===== src/rtl/qproc_mem_xfer_ctrl.sv =====
// Block-transfer sequencer sharing the tProc single-port memory with the core.
// The core always wins the port; PS transfers move one word at a time.
module qproc_mem_xfer_ctrl #(
  parameter int unsigned AW = 16,
  parameter int unsigned DW = 32
) (
  input  logic          c_clk_i,
  input  logic          c_rst_i,
  input  logic          cmd_start_i,
  input  logic          cmd_abort_i,
  input  logic          cmd_dir_i,
  input  logic [AW-1:0] mem_addr_i,
  input  logic [AW-1:0] mem_len_i,
  input  logic [DW-1:0] wdt_i,
  input  logic          wdt_vld_i,
  output logic [DW-1:0] rdt_o,
  output logic          rdt_vld_o,
  input  logic          rdt_ack_i,
  input  logic          core_req_i,
  input  logic          core_we_i,
  input  logic [AW-1:0] core_addr_i,
  input  logic [DW-1:0] core_wdt_i,
  output logic          core_gnt_o,
  output logic          mem_en_o,
  output logic          mem_we_o,
  output logic [AW-1:0] mem_addr_o,
  output logic [DW-1:0] mem_wdt_o,
  input  logic [DW-1:0] mem_rdt_i,
  output logic          busy_o,
  output logic          done_o,
  output logic          err_o,
  output logic [AW-1:0] cnt_o
);

  typedef enum logic [2:0] {
    IDLE, WR_WAIT, WR_ISSUE, RD_ISSUE, RD_CAPT, RD_HOLD, DONE
  } state_t;

  state_t        state;
  logic [AW-1:0] addr;
  logic [DW-1:0] wbuf;
  logic [AW-1:0] addr_inc;
  logic [AW-1:0] cnt_dec;

  assign addr_inc   = addr + AW'(1);
  assign cnt_dec    = cnt_o - AW'(1);
  assign core_gnt_o = core_req_i;
  assign busy_o     = (state != IDLE) && (state != DONE);

  // Sequencer; abort overrides every other event of the cycle.
  always_ff @(posedge c_clk_i or posedge c_rst_i) begin
    if (c_rst_i) begin
      state     <= IDLE;
      addr      <= '0;
      cnt_o     <= '0;
      wbuf      <= '0;
      rdt_o     <= '0;
      rdt_vld_o <= 1'b0;
      done_o    <= 1'b0;
      err_o     <= 1'b0;
    end else begin
      done_o <= 1'b0;
      if (cmd_abort_i && state != IDLE) begin
        state     <= IDLE;
        rdt_vld_o <= 1'b0;
        err_o     <= 1'b1;
      end else begin
        case (state)
          IDLE: begin
            if (cmd_start_i) begin
              addr  <= mem_addr_i;
              cnt_o <= mem_len_i;
              err_o <= 1'b0;
              if (mem_len_i == '0) begin
                state  <= DONE;
                done_o <= 1'b1;
              end else if (cmd_dir_i) begin
                state <= WR_WAIT;
              end else begin
                state <= RD_ISSUE;
              end
            end
          end
          WR_WAIT: begin
            if (wdt_vld_i) begin
              wbuf  <= wdt_i;
              state <= WR_ISSUE;
            end
          end
          WR_ISSUE: begin
            if (!core_req_i) begin
              addr  <= addr_inc;
              cnt_o <= cnt_dec;
              if (cnt_dec == '0) begin
                state  <= DONE;
                done_o <= 1'b1;
              end else begin
                state <= WR_WAIT;
              end
            end
          end
          RD_ISSUE: begin
            if (!core_req_i) state <= RD_CAPT;
          end
          RD_CAPT: begin
            rdt_o     <= mem_rdt_i;
            rdt_vld_o <= 1'b1;
            state     <= RD_HOLD;
          end
          RD_HOLD: begin
            if (rdt_ack_i) begin
              rdt_vld_o <= 1'b0;
              addr      <= addr_inc;
              cnt_o     <= cnt_dec;
              if (cnt_dec == '0) begin
                state  <= DONE;
                done_o <= 1'b1;
              end else begin
                state <= RD_ISSUE;
              end
            end
          end
          DONE:    state <= IDLE;
          default: state <= IDLE;
        endcase
      end
      // A word arriving while the buffer cannot take it is dropped and flagged.
      if (wdt_vld_i && state != WR_WAIT) err_o <= 1'b1;
    end
  end

  // Port mux: core first; an abort cycle suppresses the controller's access.
  always_comb begin
    mem_en_o   = 1'b0;
    mem_we_o   = 1'b0;
    mem_addr_o = '0;
    mem_wdt_o  = '0;
    if (core_req_i) begin
      mem_en_o   = 1'b1;
      mem_we_o   = core_we_i;
      mem_addr_o = core_addr_i;
      mem_wdt_o  = core_wdt_i;
    end else if (!cmd_abort_i) begin
      if (state == WR_ISSUE) begin
        mem_en_o   = 1'b1;
        mem_we_o   = 1'b1;
        mem_addr_o = addr;
        mem_wdt_o  = wbuf;
      end else if (state == RD_ISSUE) begin
        mem_en_o   = 1'b1;
        mem_addr_o = addr;
      end
    end
  end

endmodule


===== config.mk =====
export PLATFORM = sky130hd
export DESIGN_NAME = qproc_mem_xfer_ctrl
export DESIGN_NICKNAME = d
export VERILOG_FILES = /design/src/rtl/qproc_mem_xfer_ctrl.sv
export SDC_FILE = /design/constraint.sdc
export NUM_CORES = 1
export LEC_CHECK = 0
export ABC_CLOCK_PERIOD_IN_PS = 3000
export CAP_MARGIN = 20
export CELL_PAD_IN_SITES_DETAIL_PLACEMENT = 1
export CELL_PAD_IN_SITES_GLOBAL_PLACEMENT = 1
export CORE_MARGIN = 8
export CORE_UTILIZATION = 42
export DETAILED_ROUTE_END_ITERATION = 6
export DONT_BUFFER_PORTS = 1
export PLACE_DENSITY_LB_ADDON = 0.25
export SLEW_MARGIN = 20
export SYNTH_ARGS = -nofsm -noshare
export SYNTH_HDL_FRONTEND = slang
export SYNTH_SLANG_ARGS = --single-unit

===== constraint.sdc =====
create_clock -name c_clk_i -period 3 [get_ports c_clk_i]
set_input_delay 0.45 -clock c_clk_i [delete_from_list [all_inputs] [get_ports c_clk_i]]
set_output_delay 0.45 -clock c_clk_i [all_outputs]
set_load 0.1 [all_outputs]

==> results_tabular.tex <==
\begin{tabular}{lr}
\hline
Metric & Value \\
\hline
\multicolumn{2}{l}{\textbf{STA}} \\
\quad Post-layout worst setup margin & 0.00541 ns \\
\quad FMAX & 0.334 GHz \\
\quad Worst hold-check slack & 0.0460 ns \\
\quad Shortest period the worst path allows & 2.99 ns \\
\quad Final hold vios & 0 \\
\quad Total setup violations reported at the end of the flow & 0 \\
\quad Final Max Slew Viols & 0 \\
\quad Worst-case clock skew & 0.00784 ns \\
\quad Actual slew at the worst max-slew pin & 1.02 ns \\
\quad Slew margin rel. & 31.7\% \\
\quad Tcrit/Tclk final & 99.8\% \\
\multicolumn{2}{l}{\textbf{Floorplan}} \\
\quad Number of top-level design ports & 256 \\
\quad Area inside the core boundary & 13200 um2 \\
\quad Die Area & 17400 um2 \\
\quad Die boundary width & 132 um \\
\quad Std-Cell Rows & 42 \\
\quad Height of the die & 132 um \\
\quad Initial core utilization & 42.8\% \\
\multicolumn{2}{l}{\textbf{CTS}} \\
\quad Num Clock Sinks & 102 \\
\quad Clock Tree Buf Depth & 2 \\
\quad Clk Latency, worst-skew pair & 0.36 ns \\
\quad CTS tree & built \\
\quad Clock-pin slew on the worst setup and hold paths & 0.08 ns \\
\quad Number of buffers inserted for hold repair after clock tree synthesis & 0 \\
\quad Root buffer cell & sky130\_fd\_sc\_hd\_\_clkbuf\_16 \\
\quad Num CTS Buffers & 9 \\
\quad H-tree Lvls & 3 \\
\multicolumn{2}{l}{\textbf{Synthesis}} \\
\quad Post-synthesis instance area & 5650 um2 \\
\quad Fraction of synthesized cell area taken by the top area cell type & 45.2\% \\
\quad Number of register bits inferred by synthesis & 102 \\
\quad Library cell with the largest summed area after synthesis & sky130\_fd\_sc\_hd\_\_dfrtp\_1 \\
\quad Synth Area in Adders & 0.664\% \\
\quad Fraction of the mapped netlist area in compound gates & 21.9\% \\
\quad Netlist cell types & 60 \\
\quad Sequential-to-total area share from yosys stat & 45.2\% \\
\quad Dominant combinational cell family by area after synthesis & compound AO/OA/AOI/OAI gates \\
\quad Synth Area in XOR/XNOR & 0.620\% \\
\quad Post-synthesis share of cell area spent on and, or, nand and nor gates & 14.4\% \\
\quad EDFF count, synth & 0 \\
\quad Multiplexer fraction of the synthesized cell area & 13.1\% \\
\quad Total nets after synthesis & 746 \\
\quad Top cells by area in the synthesized netlist & sky130\_fd\_sc\_hd\_\_dfrtp\_1 (45\%), sky130\_fd\_sc\_hd\_\_mux2\_2 (13\%), sky130\_fd\_sc\_hd\_\_a22o\_1 (5.0\%) \\
\quad Gate Count Post-Synth & 590 \\
\quad Mapped Avg Cell Area & 9.58 um2 \\
\quad Async S/R FF share, synth & 100\% \\
\quad Most common flop cell mapped by yosys & sky130\_fd\_sc\_hd\_\_dfrtp\_1 \\
\quad Total number of yosys warnings & 0 \\
\multicolumn{2}{l}{\textbf{Routing}} \\
\quad Number of vias in the routed layout & 5089 \\
\quad Total iterations of the first detailed-routing run & 4 \\
\quad DRC marker count from the first detailed-route iteration & 296 \\
\quad Count of nets left with antenna violations after detail routing & 0 \\
\quad Total wire length after detailed routing & 21300 um \\
\quad Drt drc & 0 \\
\quad Routed vias/inst & 6.06 \\
\quad Average wire per standard cell & 25.4 um \\
\multicolumn{2}{l}{\textbf{Critical path}} \\
\quad Critical Path Sink Type & output pin \\
\quad Data arrival, critical path & 2.54 ns \\
\quad Startpoint of the most critical register-to-register path & cnt\_o[0] \\
\quad Maximum net fanout on the critical path & 9 \\
\quad Setup crit start kind & flop \\
\quad Crit path kind & reg -> out \\
\quad Worst setup startpoint & state[1] \\
\quad Required time at the worst-slack endpoint & 2.55 ns \\
\multicolumn{2}{l}{\textbf{Flow run}} \\
\quad Maximum capacitance violations & 0 \\
\multicolumn{2}{l}{\textbf{Global route}} \\
\quad GRT Overall Usage & 23.0\% \\
\quad Maximum number of pins on one net before global-route repair & 73 \\
\quad Total congestion overflow after global routing & 0 \\
\quad Number of global-route vias before repair & 5504 \\
\quad Antenna violations before repair & 5 \\
\quad First-pass GRT wire length & 32000 um \\
\multicolumn{2}{l}{\textbf{Final layout}} \\
\quad Share of the core filled with cells in the final layout & 57.6\% \\
\quad P\&R area growth vs syn & 34.4\% \\
\quad Share of post-route cells with drive strength above 1 & 37.8\% \\
\quad Number of fillers in the final layout & 1422 \\
\quad Nets@finish & 809 \\
\multicolumn{2}{l}{\textbf{Pwr}} \\
\quad Worst IR Drop VDD & 891 uV \\
\quad Power Density & 1260 nW/um2 \\
\quad Leakage power & 0.00317 uW \\
\multicolumn{2}{l}{\textbf{Status}} \\
\quad Outcome & complete, no violations \\
\multicolumn{2}{l}{\textbf{Placed design}} \\
\quad Placed wire-length estimate & 15400 um \\
\quad Port-buffer cells & 0 \\
\quad Placer's final routability congestion estimate & 0.836 \\
\quad Pre-CTS setup slack & 0.173 ns \\
\multicolumn{2}{l}{\textbf{Hold path}} \\
\quad Hold Path Class & in -> async \\
\hline
\end{tabular}
[synth_stat cells (all sizes together) (2+ instances only)]
cell type and instances:
a2111oi 2, a211oi 3, a21o 7, a21oi 47, a22o 32, a22oi 2
a2bb2oi 5, a31oi 3, a32o 2, a32oi 2, and3 3, buf 10
clkbuf 37, dfrtp 102, ha 3, inv 10, mux2 65, nand2 64
nand2b 3, nand3 18, nand4 3, nor2 39, nor2b 3, nor3 12
nor4 10, nor4b 3, o211ai 2, o21ai 49, o22a 2, o22ai 10
o2bb2ai 2, o31ai 2, o32a 2, o32ai 3, or2 5, or3 4
or4 3, xnor2 2, xor2 2
[metal layers]
| layer | global-route usage (%) | share of wire (%) | up-vias |
|---|---|---|---|
| met2 | 40.9 | 52 | 179 |
| li1 | - | - | 2304 |
| met5 | 0 | 0 | - |
| met4 | 6.70 | 2.1 | 0 |
| met3 | 8.57 | 8.2 | 28 |
| met1 | 25.0 | 37 | 2578 |
[where the power goes]
| group | total [uW] | internal, uW | switching, uW |
|---|---|---|---|
| registers | 3910 | 1960 | 1950 |
| clock network | 1240 | 610 | 626 |
| logic | 4400 | 1540 | 2860 |
[per-stage QoR]
stage	setup TNS, ns	cell area [um2]	power, uW	std cells
2_1_floorplan	-0.222	5730	6860	590
3_3_place_gp	0	7110	7960	804
3_5_place_dp	0	7110	8150	804
4_1_cts	0	7470	9460	825
5_1_grt	-0.334	7600	9960	840
6_report	0	7600	9550	840
[registers in the layout, summed over array words and instances (netlist names)]
signal,cells
err_o,1
cnt_o,16
wbuf,32
state,3
addr,16
rdt_vld_o,1
done_o,1
rdt_o,32
[cell families (layout without fill, tap and decap cells)]
logic type      count (synthesis)  in the layout
buf+inv                        57            125
compound gates                186            186
mux                            66             66
flops                         102            102
simple gates                  172            172
xor+xnor                        4              4
other cells                     0              6
fa+ha+maj                       3              3
[worst max-delay path: stages (launching register included)]
cell                        delay, ns
sky130_fd_sc_hd__dfrtp_2         0.49
sky130_fd_sc_hd__nor2b_4         0.16
sky130_fd_sc_hd__o21ai_0         0.10
sky130_fd_sc_hd__a31o_2          0.26
sky130_fd_sc_hd__a21o_1          0.24
sky130_fd_sc_hd__nor3_4          0.20
sky130_fd_sc_hd__buf_4           0.14
sky130_fd_sc_hd__clkbuf_16       0.15
sky130_fd_sc_hd__a22o_1          0.24
sky130_fd_sc_hd__buf_12          0.20
[final timing paths]
check                           cells past startpoint  slack, ns       endpoint
worst max-delay path                                9      0.005  mem_wdt_o[31]
worst min-delay path                                1       0.05      rdt_o[26]
worst max register to register                      8       0.31         done_o
worst min register to register                      1       0.52       wbuf[26]
max in group asynchronous                           2       2.08       wbuf[29]
min in group c_clk_i                                2       0.23        addr[0]
[layout make-up]
| cell class | instances | area [um2] | area share, % |
|---|---|---|---|
| antenna | 6 | 15.0 | 0.198 |
| clock buffer | 9 | 225 | 2.96 |
| clock inverter | 7 | 91.3 | 1.20 |
| inverter | 10 | 41.3 | 0.544 |
| multi-input combinational | 431 | 3020 | 39.7 |
| sequential | 102 | 2560 | 33.7 |
| tap | 176 | 220 | 2.90 |
| timing repair buffer | 99 | 1430 | 18.8 |
[cells in the final DEF (no fill, tap or decap), types with 10 or more instances in the layout]
cell type and n:
sky130_fd_sc_hd__o22ai_1 10, sky130_fd_sc_hd__mux2_2 65, sky130_fd_sc_hd__buf_4 43, sky130_fd_sc_hd__nor2_1 39
sky130_fd_sc_hd__nand2_1 64, sky130_fd_sc_hd__o21ai_2 16, sky130_fd_sc_hd__clkbuf_16 10, sky130_fd_sc_hd__nand3_1 18
sky130_fd_sc_hd__a21oi_1 47, sky130_fd_sc_hd__dfrtp_1 99, sky130_fd_sc_hd__a22o_2 28, sky130_fd_sc_hd__o21ai_0 31
sky130_fd_sc_hd__buf_12 53
[repair_timing]
item | 4_1_cts | 5_1_grt
endpoints found under the setup margin | 33 | 5
buffers inserted | 5 | 7
pin swaps | 0 | 2
cloned | 0 | 2
resized for setup | 5 | 9
No activity file was read; power rests on OpenSTA's default activity.
